<file path="config.mk">
export PLATFORM = sky130hd
export DESIGN_NAME = stop_watch
export DESIGN_NICKNAME = d
export VERILOG_FILES = /design/src/rtl/stop_watch.sv
export SDC_FILE = /design/constraint.sdc
export NUM_CORES = 1
export LEC_CHECK = 0
export BUFFER_PORTS_ARGS = -buffer_cell sky130_fd_sc_hd__buf_2
export CAP_MARGIN = 5
export CELL_PAD_IN_SITES_DETAIL_PLACEMENT = 1
export CELL_PAD_IN_SITES_GLOBAL_PLACEMENT = 1
export CORE_MARGIN = 2
export CORE_UTILIZATION = 40
export DETAILED_ROUTE_END_ITERATION = 7
export MAX_ROUTING_LAYER = met4
export PLACE_DENSITY = 0.78
export SYNTH_ARGS = -nofsm -noshare
export SYNTH_HDL_FRONTEND = slang
export SYNTH_SLANG_ARGS = --single-unit
</file>
<file path="constraint.sdc">
create_clock -name Clk -period 5.1 [get_ports Clk]
set_clock_uncertainty 0.2 [all_clocks]
set_input_delay 0 -clock Clk [delete_from_list [all_inputs] [get_ports Clk]]
set_output_delay 0 -clock Clk [all_outputs]
set_load 0.01 [all_outputs]
</file>
<file path="src/rtl/stop_watch.sv">
// Stopwatch (min:sec.csec). Two active-low buttons: fStart toggles run/pause,
// fStop clears to zero. Buttons are synchronized and edge-detected on their falling edge.
module stop_watch #(
  parameter int TICK_DIV = 500000
) (
  input  logic       Clk,
  input  logic       Rst,
  input  logic       fStart,
  input  logic       fStop,
  output logic [5:0] oMin,
  output logic [5:0] oSec,
  output logic [6:0] oCsec
);

  localparam int PW = (TICK_DIV > 2) ? $clog2(TICK_DIV) : 1;
  localparam logic [PW-1:0] PMAX = PW'(TICK_DIV - 1);

  typedef enum logic [1:0] {IDLE, RUN, PAUSE} state_t;

  logic [1:0]    start_sync, stop_sync;
  logic          start_hist, stop_hist;
  logic          start_ev, stop_ev;
  state_t        state_q, state_d;
  logic [PW-1:0] presc_q;
  logic          tick;

  // 2-FF synchronizer plus history register; released level is 1
  always_ff @(posedge Clk or negedge Rst) begin
    if (!Rst) begin
      start_sync <= 2'b11;
      stop_sync  <= 2'b11;
      start_hist <= 1'b1;
      stop_hist  <= 1'b1;
    end else begin
      start_sync <= {start_sync[0], fStart};
      stop_sync  <= {stop_sync[0], fStop};
      start_hist <= start_sync[1];
      stop_hist  <= stop_sync[1];
    end
  end

  assign start_ev = start_hist & ~start_sync[1];
  assign stop_ev  = stop_hist  & ~stop_sync[1];

  always_ff @(posedge Clk or negedge Rst) begin
    if (!Rst) state_q <= IDLE;
    else      state_q <= state_d;
  end

  always_comb begin
    state_d = state_q;
    if (stop_ev) begin
      state_d = IDLE;
    end else if (start_ev) begin
      case (state_q)
        IDLE:    state_d = RUN;
        RUN:     state_d = PAUSE;
        PAUSE:   state_d = RUN;
        default: state_d = IDLE;
      endcase
    end
  end

  assign tick = (state_q == RUN) && (presc_q == PMAX);

  // Prescaler only advances while running, so a pause keeps partial-tick progress
  always_ff @(posedge Clk or negedge Rst) begin
    if (!Rst)                  presc_q <= '0;
    else if (stop_ev)          presc_q <= '0;
    else if (tick)             presc_q <= '0;
    else if (state_q == RUN)   presc_q <= presc_q + PW'(1);
  end

  always_ff @(posedge Clk or negedge Rst) begin
    if (!Rst) begin
      oMin  <= '0;
      oSec  <= '0;
      oCsec <= '0;
    end else if (stop_ev) begin
      oMin  <= '0;
      oSec  <= '0;
      oCsec <= '0;
    end else if (tick) begin
      if (oCsec == 7'd99) begin
        oCsec <= '0;
        if (oSec == 6'd59) begin
          oSec <= '0;
          oMin <= (oMin == 6'd59) ? 6'd0 : oMin + 6'd1;
        end else begin
          oSec <= oSec + 6'd1;
        end
      end else begin
        oCsec <= oCsec + 7'd1;
      end
    end
  end

endmodule

</file>
Word level (Yosys, flattened, before mapping)
Index checks and enable logic that the tools add are counted.
{"block": "totals", "input_bits": 4, "output_inout_bits": 19, "word_cells": 51, "register_bits": 46}
{"block": "op_classes", "muxes": 18, "eq_ne": 6, "n_reduce_logical": 10, "n_bitwise": 4, "n_addsub": 4}
{"operator": "$mux W19", "count": 3}
{"operator": "$mux W6", "count": 9}
{"operator": "$mux W7", "count": 3}
{"operator": "$add A19 B1 Y19 const B", "count": 1}
{"operator": "$eq A19 B19 Y1 const B", "count": 1}
{"operator": "$add A6 B1 Y6 const B", "count": 2}
{"operator": "$eq A6 B6 Y1 const B", "count": 2}
{"operator": "$reduce_bool A2 Y1", "count": 4}
{"operator": "$add A7 B1 Y7 const B", "count": 1}
{"operator": "$eq A7 B7 Y1 const B", "count": 1}
{"operator": "$mux W2", "count": 2}
{"operator": "$pmux W2 S2", "count": 1}
{"operator": "$reduce_and A3 Y1", "count": 1}
{"operator": "$reduce_bool A3 Y1", "count": 1}
{"operator": "$and A1 B1 Y1", "count": 2}
{"operator": "$eq A2 B1 Y1 const B", "count": 1}
{"operator": "$eq A2 B2 Y1 const B", "count": 1}
{"operator": "$logic_not A2 Y1", "count": 1}
{"operator": "$not A1 Y1", "count": 2}
{"operator": "$reduce_and A2 Y1", "count": 1}
{"operator": "$reduce_or A2 Y1", "count": 1}
{"operator": "$logic_and A1 B1 Y1", "count": 1}

Longest topological paths before layout
Gate-level depths: netlist (run 1).
{"block": "depth", "word_depth": 6, "mapped_depth": 9, "depth_no_buf": 6}

Worst setup path before layout (run 1)
No wires, ideal clock.
{"block": "synth_timing", "kind": "register -> register", "from": "reg oCsec[0]", "to": "reg oSec[2]", "setup_time_ns": 0.120, "required_ns": 4.780, "setup_slack_ns": 2.963, "stages_incl_launch_ff": 8, "n_path_buf": 1, "t_arrival_ns": 1.817, "path_cell_list": "dfrtp_1 -> ha_1 -> nand2_1 -> or4_1 -> nor3_2 -> buf_4 -> a21oi_1 -> a31o_2"}
{"block": "synth_between", "elab_chain_len": 3}
{"item": "from (decl)", "line": "12", "text": "output logic [6:0] oCsec"}
{"item": "from (signal assigned)", "line": "93", "text": "oCsec <= oCsec + 7'd1;"}
{"item": "$eq A7 B7 Y1", "line": "84", "text": "if (oCsec == 7'd99) begin"}
{"item": "$reduce_bool A2 Y1 (no line)"}
{"item": "$reduce_and A2 Y1 (no line)"}
{"item": "to (signal assigned)", "line": "90", "text": "oSec <= oSec + 6'd1;"}
{"item": "to (decl)", "line": "11", "text": "output logic [5:0] oSec,"}
Every way passes these cells.
A chain may end at the register's enable or synchronous reset.

Worst setup path after layout (run 1)
{"block": "layout_timing", "from": "reg oCsec[0]", "to": "reg oSec[3]"}
Same word-level chain as after synthesis.

==> results.sh, run 1 <==
export IMPL_status="finished, final reports clean"
export IMPL_clock_latency_ns=0.30
export IMPL_detail_route_wl_per_cell_um=14.6
export IMPL_synthFlopType="dfrtp_1"
export IMPL_ys_warnings_count=0
export IMPL_routed_wl_um=4710
export IMPL_setup_viol=0
export IMPL_fin_tns_setup_ns=0
export IMPL_yosys_area_top_type="dfrtp_1"
export IMPL_critPathRequiredTime_ns=5.10
export IMPL_antenna_cells=0
export IMPL_antenna_found_initial=0
export IMPL_hold_viol=0
export IMPL_drt_pass1_iter_count=4
export IMPL_syn_avg_cell_area_um2=10.4
export IMPL_drc=0
export IMPL_fp_dieH_um=80.8
export IMPL_slew_headroom_pct=32.8
export IMPL_timing_final_crit_share_pct=49.5
export IMPL_clockBufferDepth=2
export IMPL_critical_path_class="reg -> reg"
export IMPL_ir_worst_vdd_uv=167
export IMPL_grt_pass1_wl_um=8350
export IMPL_cellLeakagePower_nw=1.23
export IMPL_drtIter0Drc=53
export IMPL_h_tree_depth=2
export IMPL_cts_buffers=5
export IMPL_fill_cells=663
export IMPL_finalMaxSlewViolations=0
export IMPL_num_nets_final=258
export IMPL_cp_arrival_ns=2.53
export IMPL_syn_to_final_growth_pct=11.4
export IMPL_seq_area_mm2=0.00116
export IMPL_synth_mux_area_share_pct=2.55
export IMPL_dpl_hpwl_um=3250
export IMPL_synthTopCellsByArea="dfrtp_1, dfstp_2, xor2_1"
export IMPL_gp_congestion=0.767
export IMPL_synth_top_area_share_pct=42.5
export IMPL_async_reset_ff_share_pct=100
export IMPL_cts_tree="built"
export IMPL_fmax_ghz=0.396
export IMPL_netlist_instances=227
export IMPL_synthAdderAreaFrac_pct=2.12
export IMPL_num_rows=27
export IMPL_clk_pin_slew_ns=0.09
export IMPL_drv_cap=0
export IMPL_cts_resized=0
export IMPL_grt_use_total_pct=16.7
export IMPL_finalWorstSetupSlack_ns=2.57
export IMPL_via_count=1736
export IMPL_via_per_inst=5.37
export IMPL_start_util_pct=42.0
export IMPL_synthSimpleGateAreaFrac_pct=27.3
export IMPL_cp_max_fo=11
export IMPL_core_area_mm2=0.00561
export IMPL_p_per_area_mw_per_mm2=270
export IMPL_die_area_mm2=0.00652
export IMPL_synth_cell_types=49
export IMPL_gr_total_overflow=0
export IMPL_synth_compound_area_share_pct=6.95
export IMPL_layout_drive_gt1_share_pct=19.9
export IMPL_num_io_pins=23
export IMPL_multiInputGateArea_mm2=0.00111
export IMPL_cts_sinks=46
export IMPL_synth_edf_count=0
export IMPL_postRouteAntennaNets=0
export IMPL_syn_cell_area_mm2=0.00236
export IMPL_worstMarginPinSlew_ns=1.01
export IMPL_grt_max_degree=47
export IMPL_end_kind="flop"
export IMPL_place_ws_ns=2.58
export IMPL_synth_xor_area_share_pct=8.17
export IMPL_die_w_um=80.8
export IMPL_grt_pass1_vias=1771
export IMPL_ys_ff_latch=46
export IMPL_synth_nets=235
export IMPL_rsz0062_at_grt="false"
export IMPL_start_kind="flop"
export IMPL_finalCriticalPeriod_ns=2.53
export IMPL_min_path_type="in -> reg"
export IMPL_seq_area_frac_synth_pct=49.2
export IMPL_final_cell_mix="dfrtp_1, nor2_1, buf_2"
export IMPL_cts_root_buf="clkbuf_8"
export IMPL_final_common_cell="dfrtp_1"
export IMPL_synth_top_family_by_area="simple AND/OR/NAND/NOR gates"
export IMPL_port_buffers=22
[stage by stage]
stage | total power [mW] | hold slack (ns) | cells | cell area (µm²) | util (%)
after floorplan | 0.426 | -0.496 | 227 | 2360 | -
after global placement | 0.439 | -0.0945 | 312 | 2480 | 44.3
after detailed placement | 0.442 | -0.0931 | 312 | 2480 | 44.3
after CTS | 0.722 | 0.126 | 323 | 2630 | 46.8
after global routing | 0.748 | 0.128 | 323 | 2630 | 46.8
final | 0.709 | 0.137 | 323 | 2630 | 46.8
[cells by family (layout without fill, tap and decap cells)]
logic type / count (synthesis) / after routing
compound gates: 25 / 25
fa+ha+maj: 4 / 4
simple gates: 112 / 112
mux: 6 / 6
flops: 46 / 46
xor+xnor: 22 / 22
buf+inv: 12 / 36
[state kept, by name (all words and copies together), names as in the netlist]
register    count
oCsec           7
oMin            6
oSec            6
presc_q        19
start_hist      1
start_sync      2
state_q         2
stop_hist       1
stop_sync       2
[path summary, 6_finish.rpt]
kind	startpoint	end	slack, ns	cells past startpoint
setup reg to reg	oCsec[0]$_DFFE_PN0P_	oSec[3]$_DFFE_PN0P_	2.57	6
hold reg to reg	start_sync[0]$_DFF_PN1_	start_sync[1]$_DFF_PN1_	0.16	0
hold / removal	fStart	start_sync[0]$_DFF_PN1_	0.14	2
max in group asynchronous	Rst	oSec[3]$_DFFE_PN0P_	3.87	2
min in group asynchronous	Rst	oSec[1]$_DFFE_PN0P_	0.21	2
setup / recovery	oCsec[0]$_DFFE_PN0P_	oSec[3]$_DFFE_PN0P_	2.57	6
[worst max-delay path: stages (launching register included)]
cell and delay, ns:
dfrtp_1 0.41, ha_1 0.18, nand2_1 0.11, or4_1 0.50, nor3_2 0.58, a41oi_1 0.19, a311oi_1 0.26
[routing by layer]
metal / part of all wire [%] / vias up / GRT usage, % / wire length [µm]
met2: 50 / 17 / 27.4 / 2350
met1: 47 / 874 / 21.7 / 2220
met3: 2.6 / 2 / 3.33 / 121
li1: - / 843 / - / -
met4: 0.49 / 0 / 3.56 / 23
met5: 0 / - / - / 0
[synth_stat cells (all sizes together) (2+ instances only)]
cell    instances
buf             8
ha              4
and3            7
inv             2
nor2b           4
xor2           16
and4            4
clkbuf          2
o31ai           3
nor2           33
nand2b          2
nand2          19
nor3            5
mux2i           6
or3             4
nor4            4
dfrtp          40
nor4b           2
and4b           2
and4bb          2
o21ai           4
nand3          11
xnor2           6
or4             2
a31o            2
dfstp           6
o211ai          3
nand4           5
a21oi           9
[layout make-up]
type	count	area share, %
multi-input combinational	169	42.3
sequential	46	44.1
clock inverter	3	1.67
tap	72	3.43
inverter	2	0.286
clock buffer	5	2.62
timing repair buffer	26	5.62
[power by group]
group | internal, mW | switching [mW]
clock | 0.147 | 0.127
sequential | 0.380 | 0.0104
combinational | 0.0185 | 0.0262
[what timing repair did]
| action | 4_1_cts | 5_1_grt |
|---|---|---|
| setup endpoints to repair | 0 | 0 |
| endpoints found under the hold margin | 42 | 0 |
| hold buffers | 3 | 0 |
| buffers inserted | 0 | 0 |
(Power assumes the default switching activity.)
==> inputs of run 2 (changes only) <==
--- a/config.mk
+++ b/config.mk
@@ -13,7 +13,7 @@
 export CORE_UTILIZATION = 40
 export DETAILED_ROUTE_END_ITERATION = 7
 export MAX_ROUTING_LAYER = met4
-export PLACE_DENSITY = 0.78
+export PLACE_DENSITY = 0.81
 export SYNTH_ARGS = -nofsm -noshare
 export SYNTH_HDL_FRONTEND = slang
 export SYNTH_SLANG_ARGS = --single-unit
==> constraint.sdc (replaced) <==
create_clock -name Clk -period 2.1 [get_ports Clk]
set_clock_uncertainty 0.2 [all_clocks]
set_input_delay 0 -clock Clk [delete_from_list [all_inputs] [get_ports Clk]]
set_output_delay 0 -clock Clk [all_outputs]
set_load 0.01 [all_outputs]
==> run 2 against run 1 <==
Effect of this change: the flow now finishes with violations (negative setup slack); register-to-register slack got worse by 2.7 ns; cell count rose by 13%; hold slack got worse by 0.12 ns; combinational power rose to 3.4 times the previous value; sequential power rose by 140%; clock power rose to 3.0 times the previous value; critical path depth did not move; critical path type unchanged; largest power group unchanged.
==> results.sh, run 2 (same netlist as run 1, synthesis figures left out) <==
export IMPL_status="complete, but fails checks"
export IMPL_violations="negative setup slack"
export IMPL_drt_pass1_iter_count=4
export IMPL_grt_max_degree=25
export IMPL_place_ws_ns=-0.0718
export IMPL_worstMarginPinSlew_ns=0.602
export IMPL_timing_final_crit_share_pct=105
export IMPL_finalMaxSlewViolations=0
export IMPL_fin_cells=366
export IMPL_slew_headroom_pct=59.6
export IMPL_clock_latency_ns=0.30
export IMPL_num_nets_final=301
export IMPL_die_area_mm2=0.00652
export IMPL_design_power_total_mw=1.92
export IMPL_cts_sinks=46
export IMPL_core_area_mm2=0.00561
export IMPL_finalWorstSetupSlack_ns=-0.102
export IMPL_ir_worst_vdd_uv=532
export IMPL_layout_drive_gt1_share_pct=37.8
export IMPL_routed_wl_um=6620
export IMPL_crit_path_top_delay_cell="or4_4"
export IMPL_min_path_type="in -> async"
export IMPL_via_per_inst=5.55
export IMPL_drtIter0Drc=70
export IMPL_critPathTopFamily="simple AND/OR/NAND/NOR gates"
export IMPL_drv_cap=0
export IMPL_cts_buffers=5
export IMPL_cts_root_buf="clkbuf_8"
export IMPL_final_cell_mix="dfrtp_1, buf_4, nor2_1"
export IMPL_grt_use_total_pct=19.2
export IMPL_cts_tree="built"
export IMPL_port_buffers=22
export IMPL_slowest_delay_ns=0.52
export IMPL_fp_dieH_um=80.8
export IMPL_clockBufferDepth=2
export IMPL_cellLeakagePower_nw=1.56
export IMPL_start_kind="flop"
export IMPL_critPathRequiredTime_ns=2.13
export IMPL_start_util_pct=42.0
export IMPL_via_count=2033
export IMPL_cp_max_fo=8
export IMPL_num_io_pins=23
export IMPL_gp_congestion=0.798
export IMPL_clk_pin_slew_ns=0.09
export IMPL_grt_pass1_wl_um=9320
export IMPL_hold_viol=0
export IMPL_detail_route_wl_per_cell_um=18.1
export IMPL_fin_tns_setup_ns=-0.277
export IMPL_rsz0062_at_grt="true"
export IMPL_whs_ns=0.0165
export IMPL_die_w_um=80.8
export IMPL_end_kind="flop"
export IMPL_cp_arrival_ns=2.24
export IMPL_critical_path_class="reg -> reg"
export IMPL_p_per_area_mw_per_mm2=614
export IMPL_postRouteAntennaNets=0
export IMPL_grt_pass1_vias=1982
export IMPL_syn_to_final_growth_pct=32.4
export IMPL_dpl_hpwl_um=4130
export IMPL_drc=0
export IMPL_antenna_found_initial=0
export IMPL_cp_num_buf_inv=1
export IMPL_gr_total_overflow=0
export IMPL_num_rows=27
export IMPL_crit_chain="nor4_2, and3_1, nand4b_1, buf_6, or4_4, a21oi_2"
export IMPL_largest_register_ff_count=19
export IMPL_antenna_cells=0
export IMPL_fmax_ghz=0.454
export IMPL_fill_cells=630
export IMPL_h_tree_depth=2
export IMPL_placed_cells=343
export IMPL_setup_viol=5
export IMPL_reg_largest_list="presc_q (19), oCsec (7)"
export IMPL_regMostFlops="presc_q"
export IMPL_finalCriticalPeriod_ns=2.20
-- run 2: cell types whose count changed in the layout (fill, tap and decap cells not counted), sizes merged --
cell / before / now
clkinv: 1 / 0
inv: 3 / 2
bufinv: 1 / 2
buf: 23 / 66
clkbuf: 5 / 6
-- run 2: layout make-up --
cell class,count,area (µm²),share of cell area [%]
clock inverters,2,60.1,1.92
clock buffers,6,82.6,2.65
repair buffers,69,503,16.1
multi-input cells,169,1220,39.1
inverters,2,7.51,0.240
well taps,72,90.1,2.89
flip-flops and latches,46,1160,37.1
-- run 2: repair_timing --
action                                 4_1_cts  5_1_grt
hold buffers                                 3        0
setup buffers                                5        7
pin swaps                                    3       12
resized for setup                            0       22
endpoints found under the hold margin       45        0
setup endpoints to repair                    7       13
-- run 2: final timing paths --
path                                         start                      end  slack [ns]  cells past startpoint
min reg2reg                start_sync[0]$_DFF_PN1_  start_sync[1]$_DFF_PN1_        0.16                      0
max reg2reg                presc_q[11]$_DFFE_PN0P_      oMin[2]$_DFFE_PN0P_       -0.10                      6
max                        presc_q[11]$_DFFE_PN0P_      oMin[2]$_DFFE_PN0P_       -0.10                      6
min in group Clk                            fStart  start_sync[0]$_DFF_PN1_        0.14                      2
min                                            Rst      oSec[5]$_DFFE_PN0P_        0.02                      2
max in group asynchronous                      Rst   stop_sync[0]$_DFF_PN1_        1.09                      3
-- run 2: routing by layer --
layer | GRT usage [%] | share of wire (%)
met1 | 22.6 | 40
met2 | 33.1 | 54
met3 | 3.33 | 3.2
met4 | 7.29 | 2.9
met5 | - | 0
-- run 2: through the flow --
stage	utilization (%)	cell area, µm²
final	55.7	3120
after global routing	55.7	3120
after CTS	52.7	2960
after detailed placement	49.0	2750
after global placement	49.0	2750
after floorplan	-	2360
-- run 2: worst register-to-register path: cells and delay by family, from the launching register on --
kind | cells | cell delay, ns
buf+inv | 1 | 0.16
flops | 1 | 0.44
compound gates | 1 | 0.15
simple gates | 4 | 1.19
-- run 2: power breakdown --
group	internal, mW	switching (mW)	leakage, nW
registers	0.923	0.0252	0.618
logic	0.0723	0.0808	0.868
clock network	0.508	0.309	0.0714
total	1.50	0.415	1.56
